==> config.mk <==
export PLATFORM = sky130hd
export DESIGN_NAME = vram_arbiter
export DESIGN_NICKNAME = d
export VERILOG_FILES = /design/src/rtl/vram_arbiter.sv
export SDC_FILE = /design/constraint.sdc
export NUM_CORES = 1
export LEC_CHECK = 0
export BUFFER_PORTS_ARGS = -buffer_cell sky130_fd_sc_hd__buf_4
export CAP_MARGIN = 40
export CORE_UTILIZATION = 44
export CTS_BUF_LIST = sky130_fd_sc_hd__clkbuf_8
export CTS_CLUSTER_SIZE = 25
export DETAILED_ROUTE_END_ITERATION = 16
export PLACE_DENSITY_LB_ADDON = 0.12
export SYNTH_ARGS = -nofsm -noshare
export SYNTH_HDL_FRONTEND = slang
export SYNTH_SLANG_ARGS = --single-unit
==> constraint.sdc <==
create_clock -name clk -period 1.8 [get_ports clk]
set_clock_uncertainty 0.1 [all_clocks]
set_input_delay 0.36 -clock clk [delete_from_list [all_inputs] [get_ports clk]]
set_output_delay 0.36 -clock clk [all_outputs]
set_load 0.02 [all_outputs]
==> src/rtl/vram_arbiter.sv <==
// Video SRAM arbiter: display fetch has priority, CPU accesses are stretched via cpu_ready.
// Optional CPU starvation guard enabled by defining VRAM_CPU_STARVE_GUARD_EN.
module vram_arbiter #(
  parameter int ADDR_W   = 16,
  parameter int ACC_CYC  = 2,
  parameter int MAX_WAIT = 24
) (
  input  logic              clk,
  input  logic              reset,
  input  logic              plane,
  input  logic              blank,
  input  logic              disp_req,
  input  logic [ADDR_W-1:0] disp_addr,
  output logic              disp_ack,
  output logic              disp_valid,
  output logic [7:0]        disp_data,
  input  logic              _cpu_cs,
  input  logic              _cpu_wr,
  input  logic [ADDR_W:0]   cpu_addr,
  input  logic [7:0]        cpu_wdata,
  output logic [7:0]        cpu_rdata,
  output logic              cpu_ready,
  output logic [ADDR_W:0]   vram_addr,
  output logic [7:0]        vram_wdata,
  output logic              vram_wdata_en,
  input  logic [7:0]        vram_rdata,
  output logic              _vram_oe,
  output logic              _vram_we
);
  typedef enum logic [1:0] {IDLE, DISP, CPU_RD, CPU_WR} state_t;

  state_t     state, state_nxt;
  logic [3:0] acc_cnt;
  logic       cpu_pend;
  logic       cpu_go, disp_go, guard_fire;
  logic       acc_last, cpu_busy, disp_grant, cpu_grant;

  if (ACC_CYC < 2 || ACC_CYC > 15 || MAX_WAIT < 1 || MAX_WAIT > 31) begin : g_param_chk
    $error("vram_arbiter: ACC_CYC or MAX_WAIT out of range");
  end

  assign cpu_go     = cpu_pend && !_cpu_cs;
  assign disp_go    = disp_req && !blank;
  assign cpu_busy   = (state == CPU_RD) || (state == CPU_WR);
  assign acc_last   = (state != IDLE) && (acc_cnt == 4'd1);
  assign disp_grant = (state == IDLE) && (state_nxt == DISP);
  assign cpu_grant  = (state == IDLE) && ((state_nxt == CPU_RD) || (state_nxt == CPU_WR));

`ifdef VRAM_CPU_STARVE_GUARD_EN
  logic [4:0] wait_cnt;

  always_ff @(posedge clk or posedge reset) begin
    if (reset)
      wait_cnt <= 5'd0;
    else if (cpu_grant || !cpu_pend)
      wait_cnt <= 5'd0;
    else if (cpu_go && (wait_cnt != 5'(MAX_WAIT)))
      wait_cnt <= wait_cnt + 5'd1;
  end

  assign guard_fire = cpu_go && (wait_cnt == 5'(MAX_WAIT));
`else
  assign guard_fire = 1'b0;
`endif

  always_ff @(posedge clk or posedge reset) begin
    if (reset) state <= IDLE;
    else       state <= state_nxt;
  end

  always_comb begin
    state_nxt = state;
    case (state)
      IDLE: begin
        if (guard_fire || (cpu_go && !disp_go))
          state_nxt = _cpu_wr ? CPU_RD : CPU_WR;
        else if (disp_go)
          state_nxt = DISP;
      end
      default: if (acc_cnt == 4'd1) state_nxt = IDLE;
    endcase
  end

  // Write enable rises one cycle early so address and data are held past the WE edge.
  always_comb begin
    _vram_oe      = 1'b1;
    _vram_we      = 1'b1;
    vram_wdata_en = 1'b0;
    case (state)
      DISP, CPU_RD: _vram_oe = 1'b0;
      CPU_WR: begin
        vram_wdata_en = 1'b1;
        _vram_we      = (acc_cnt == 4'd1);
      end
      default: ;
    endcase
  end

  always_ff @(posedge clk or posedge reset) begin
    if (reset) begin
      acc_cnt    <= 4'd0;
      cpu_pend   <= 1'b0;
      vram_addr  <= '0;
      vram_wdata <= 8'd0;
      cpu_ready  <= 1'b0;
      cpu_rdata  <= 8'd0;
      disp_ack   <= 1'b0;
      disp_valid <= 1'b0;
      disp_data  <= 8'd0;
    end else begin
      disp_ack   <= disp_grant;
      disp_valid <= 1'b0;

      if (disp_grant || cpu_grant) acc_cnt <= 4'(ACC_CYC);
      else if (state != IDLE)      acc_cnt <= acc_cnt - 4'd1;

      if (disp_grant) vram_addr <= {plane, disp_addr};
      if (cpu_grant)  vram_addr <= cpu_addr;
      if (cpu_grant && (state_nxt == CPU_WR)) vram_wdata <= cpu_wdata;

      // A request withdrawn before grant is dropped; once in flight it always completes.
      if (acc_last && cpu_busy)
        cpu_pend <= 1'b0;
      else if (cpu_pend && _cpu_cs && !cpu_busy)
        cpu_pend <= 1'b0;
      else if (!cpu_pend && !_cpu_cs && !cpu_ready && !cpu_busy)
        cpu_pend <= 1'b1;

      if (acc_last && cpu_busy) cpu_ready <= 1'b1;
      else if (_cpu_cs)         cpu_ready <= 1'b0;

      if (acc_last && (state == CPU_RD)) cpu_rdata <= vram_rdata;

      if (acc_last && (state == DISP)) begin
        disp_valid <= 1'b1;
        disp_data  <= vram_rdata;
      end
    end
  end
endmodule

After elaboration in Yosys (flattened, before gate mapping)

Index checks and enable logic that the tools add are counted.

Register bits after elaboration: 51
Input port bits: 56
Output and inout port bits: 47
Word-level logic and storage cells: 67

$add $sub $neg: 1
Equal/unequal tests: 7
Mux-type cells: 18
Reductions and logical operators: 31

Operator list:

| kind                                                 | count |
|---|---|
| 2-to-1 mux 17 bit                                    | 2 |
| logical AND 1 bit                                    | 15 |
| 2-to-1 mux 1 bit                                     | 10 |
| equality test 2 bit (second input constant)          | 4 |
| 2-to-1 mux 2 bit                                     | 4 |
| 2-to-1 mux 4 bit                                     | 2 |
| nonzero test 2 bit                                   | 4 |
| logical NOT 1 bit                                    | 6 |
| equality test 2 x 1 -> 1 bit (second input constant) | 2 |
| equality test 4 x 1 -> 1 bit (second input constant) | 1 |
| subtractor 4 x 1 -> 4 bit (second input constant)    | 1 |
| logical OR 1 bit                                     | 3 |
| nonzero test 3 bit                                   | 1 |
| logical NOT 2 bit                                    | 1 |
| OR reduction 2 bit                                   | 1 |

Longest topological paths before layout

Depth after elaboration: 11
Depth in mapped cells: 8
Gate-level depth less buffers: 6

Worst setup path before layout

No wires, ideal clock.

Kind: reg-to-reg
Start point: register state[0]
End point: register cpu_rdata[3]
Library setup time: 0.128 ns
Arrival time: 1.693 ns
Required time: 1.572 ns
Setup slack: -0.120 ns
Cell stages (with the launch flop): 7
Buffers on the path: 1
Period minus slack after synthesis: 1.920 ns
Cell sequence: dfrtp_1 inv_1 ha_1 buf_2 nor4b_4 nand2_2 mux2_1

Cells in the longest elaborated chain, start to end: 3
Elaborated cells between the ends (all ways): 4
Those cells by class: eq/ne (1); reduce/logical (3)

Ends and longest elaborated chain:

| element                | line | source |
|---|---|---|
| start, declared        | 32   | `state_t state, state_nxt;` |
| start signal, assigned | 68   | `else state <= state_nxt;` |
| nonzero test 2 bit     | 45   | `assign acc_last = (state != IDLE) && (acc_cnt == 4'd1);` |
| logical AND 1 bit      | 45   |  |
| logical AND 1 bit *    | 132  | `if (acc_last && (state == CPU_RD)) cpu_rdata <= vram_rdata;` |
| end signal, assigned   | 132  |  |
| end, declared          | 21   | `output logic [7:0] cpu_rdata,` |

Every way passes the cells marked *; elsewhere a longest branch is shown, timed or not.
A chain may end at the register's enable or synchronous reset.

Final worst setup path

Start point: register state[0]
End point: register vram_wdata[5]

Cells in the longest elaborated chain, start to end: 7
Elaborated cells between the ends (all ways): 10
Those cells by class: eq/ne (2); mux (4); reduce/logical (4)

Ends and longest elaborated chain:

| element                                       | line    | source |
|---|---|---|
| 2-to-1 mux 2 bit                              | 77      | `else if (disp_go)` |
| 2-to-1 mux 2 bit                              | 75      | `if (guard_fire \|\| (cpu_go && !disp_go))` |
| 2-to-1 mux 2 bit                              | 73      | `case (state)` |
| equality test 2 bit, on equally long branches | 47, 119 |  |
| logical OR 1 bit                              | 47      | `assign cpu_grant = (state == IDLE) && ((state_nxt == CPU_RD) \|\| (state_nxt == CPU_WR));` |
| logical AND 1 bit                             | 47      |  |
| logical AND 1 bit *                           | 119     | `if (cpu_grant && (state_nxt == CPU_WR)) vram_wdata <= cpu_wdata;` |
| end signal, assigned                          | 119     |  |
| end, declared                                 | 24      | `output logic [7:0] vram_wdata,` |

Marked as above.

==> out/summary.md <==
• sky130_fd_sc_hd__dfrtp_2 — slowest stage cell, crit path
• 103 — num ports
• 1.68 nW — standby leakage power
• 3 — number of hold violations in the final report
• 74.5 um — die width
• in2async — Min-Delay Path Class
• 377 — Final Instance Count excl. Fillers
• 368 — placed insts
• 19.1% — overall global routing resource usage
• 0 — Detail Route Antenna Nets
• inv_2, ha_4, inv_2, a211o_1, nor2_4, mux2_2 — CP Cell Sequence
• reg2reg — category of the critical setup timing path
• 1810 mW/mm^2 — total power divided by cell area
• 74.5 um — die height
• 47.3% — growth of design area from synthesis to finish
• 26 — number of cell rows
• 414 — fill cell count
• 253 — Post-Synthesis Net Count
• 0 — antenna violations before repair
• 2 — buffer levels on the longest clock path
• 1890 ps — arrival time worst endpoint
• sky130_fd_sc_hd__dfrtp_1 — most used flip-flop cell after synthesis
• -7.89 ps — Post-Route Hold Slack
• sky130_fd_sc_hd__dfrtp_1 55%, sky130_fd_sc_hd__mux2_2 11%, sky130_fd_sc_hd__mux2i_1 7.4% — cell types with the largest area share after synthesis
• 67.1% — final core occ
• 5 — number of buffers created by CTS
• 0.551 GHz — FMAX
• 0 — ant diodes
• state[0] — RR Startpoint
• sky130_fd_sc_hd__dfrtp_1 — cell accounting for the most synthesized area
• 12.1 um^2 — mean instance size in the synthesized netlist
• 369 — number of nets in the finished design
• 0.00554 mm^2 — Die Outline Area
• 74.6% — Relative slew margins
• 0 — Max Transition Viols Final
• sky130_fd_sc_hd__inv_2 — cell seen most often among critical-path stages
• 420 ps — maximum single-stage delay on the critical path
• 6 — final count of negative-setup-slack endpoints
• vram_wdata[5] — worst flop-to-flop path endpoint
• 90 ps — clock input transition at the sequential cells of the worst setup and hold paths
• yes — clock tree from TritonCTS
• 4 — DR pass1 iterations
• 0.00618 W — final total power
• sky130_fd_sc_hd__dfrtp_1 — cell with the most instances after synthesis
• 2 — buffers plus inverters on the worst setup path
• 8.03 mm — global-route wire length before repair
• 1810 ps — Final min period
• 0.00128 mm^2 — area occupied by registers
• 0 — number of flops mapped to enable cells by yosys
• yes — unrepaired setup endpoints after global routing
• 100% — Synth async-reset ratio
• 0.731 — Placer Congestion
• -13.9 ps — final setup slack of the worst path
• -10 ps — slack of the worst reg-to-reg path
• finished, violations left — status
• 2 — H-Tree Depth
• 102 — quantity of I/O buffers inserted on ports
• 51 x sky130_fd_sc_hd__dfrtp_1, 24 x sky130_fd_sc_hd__nor2_1, 23 x sky130_fd_sc_hd__mux2_2, 20 x sky130_fd_sc_hd__a21oi_1, 17 x sky130_fd_sc_hd__mux2i_1 — commonest cells in the synthesized netlist
• 381 ps — transition time at the pin with the least slew margin
• 290 ps — clock latency at the later pin of the worst-skew pair
• 55.3% — sequential element share of the synthesized area
• 36 — number of distinct library cell variants in the gate-level netlist after synthesis
• flip-flop — launching element type of the critical path
• flip-flop — sort of element at the end of the critical path
• 0 — remaining design rule violation count
• 0.00231 mm^2 — post-synthesis instance area
• 13.6 um — routed length per instance
• 52 — largest net degree at the start of global routing
• 51 — number of storage elements in the synthesis netlist
• 1833 — vias after detailed routing
• flip-flops — category of cells accounting for the largest share of critical-path delay
• 4.86 — DR vias/cell
• 1880 ps — Data required, critical path
• 74 — number of DRC markers after the initial detailed-route iteration
• 5.12 mm — wire length after detailed routing
• 6 — Reg2Reg Depth
• 51 — sinks on the clock net
• 0.00507 mm^2 — area inside the core boundary
• 53.1% — layout cells sized above 1
• 0 — maxcap violations
• 101% — share of the cycle needed by the critical path after routing
• 3.77 mm — DPL Wire Length
• 55.3% — share of the synthesized area in the top cell type
• hold timing, setup timing — violations in the final reports
• 898 uV — IR Drop Worst-Case VDD
• 191 — cells after synthesis
• sky130_fd_sc_hd__clkbuf_8 — cell chosen for the clock root
• 0 — remaining global-route overflow
• 0.00102 mm^2 — total area of multi-input combinational cells
• 8 — highest net fanout along the worst path
• 0 — number of warnings printed during yosys synthesis
• 45.5% — Initial Util
• 1715 — via count of the first global-routing pass
==> per-stage QoR <==
step / setup WS [ps] / hold slack (ps) / instance area, um^2 / TNS, ps
2_1_floorplan: -16.3 / 356 / 2330 / -78.1
3_3_place_gp: 12.9 / 333 / 3250 / 0
3_5_place_dp: -49.8 / 334 / 3250 / -341
4_1_cts: -19.0 / 7.69 / 3350 / -104
5_1_grt: -84.3 / 32.1 / 3400 / -1280
6_report: -13.9 / -7.89 / 3400 / -50.7
==> worst reg2reg max path: stages, from the launching register on <==
cell and delay (ps):
sky130_fd_sc_hd__dfrtp_2 420, sky130_fd_sc_hd__inv_2 80, sky130_fd_sc_hd__ha_4 170, sky130_fd_sc_hd__inv_2 40
sky130_fd_sc_hd__a211o_1 270, sky130_fd_sc_hd__nor2_4 240, sky130_fd_sc_hd__mux2_2 370
==> cell usage in the layout (no fill, tap or decap), drive strengths merged, types with 2 or more instances in the layout <==
| cell type | synthesis | layout |
|---|---|---|
| buf | 5 | 116 |
| dfrtp | 51 | 51 |
| nor2 | 25 | 25 |
| mux2 | 24 | 24 |
| a21oi | 20 | 20 |
| mux2i | 17 | 17 |
| inv | 9 | 9 |
| nand2 | 8 | 8 |
| ha | 6 | 6 |
| clkbuf | 2 | 5 |
| o21ai | 3 | 3 |
| nor2b | 2 | 2 |
| nand2b | 2 | 2 |
| clkinv | 0 | 2 |
==> timing repair <==
action,in CTS,in global routing
buffers inserted,0,2
hold buffers,0,0
gates resized for setup,3,10
pin swaps,2,1
endpoints found under the setup margin,36,44
==> logic make-up (layout without fill, tap and decap cells) <==
logic type	Yosys count	in the layout	share of synthesized area [%]
AOI/OAI and AO/OA	32	32	8.34
buffers and inverters	16	132	3.57
adders and majority gates	6	6	3.25
muxes	41	41	19.1
and+or+nand+nor	45	45	10.5
DFF	51	51	55.3
==> sequential cells by signal (all words and copies together) (netlist names) <==
register and cells:
disp_valid 1, vram_addr 17, state 2, disp_ack 1
cpu_ready 1, vram_wdata 8, cpu_rdata 8, acc_cnt 4
cpu_pend 1, disp_data 8
==> worst max path at each step <==
stage / startpoint / endpoint / slack, ps / cells past startpoint
after floorplan: state[0] / cpu_rdata[3] / -20 / 6
after global placement: _cpu_cs / vram_addr[14] / 10 / 7
after detailed placement: _cpu_cs / vram_addr[13] / -50 / 7
after CTS: acc_cnt[1] / cpu_rdata[3] / -20 / 5
after global routing: state[0] / vram_addr[13] / -80 / 7
final: state[0] / vram_wdata[5] / -10 / 6
==> power by group <==
part           internal (W)  leakage, nW  total (W)  switching (W)
clock              0.000267       0.0440   0.000626       0.000359
combinational       0.00172         1.04    0.00350        0.00178
sequential          0.00172        0.599    0.00205       0.000330
total               0.00370         1.68    0.00618        0.00247
==> metal layers <==
metal  vias to the layer above  wire length [um]  global-route usage [%]
met3                         4               289                    4.88
li1                        894                 -                       -
met2                        53              2690                    33.0
met5                         -                 0                       0
met1                       882              2110                    23.8
met4                         0                31                    5.03
==> cell type report <==
type	instances	share of cell area, %
sequential	51	37.5
multi-input combinational	124	29.9
clock buffer	5	2.02
clock inverter	2	0.404
tap	70	2.57
timing repair buffer	116	26.5
inverter	9	0.993
Power figures use the tool's default switching activity.
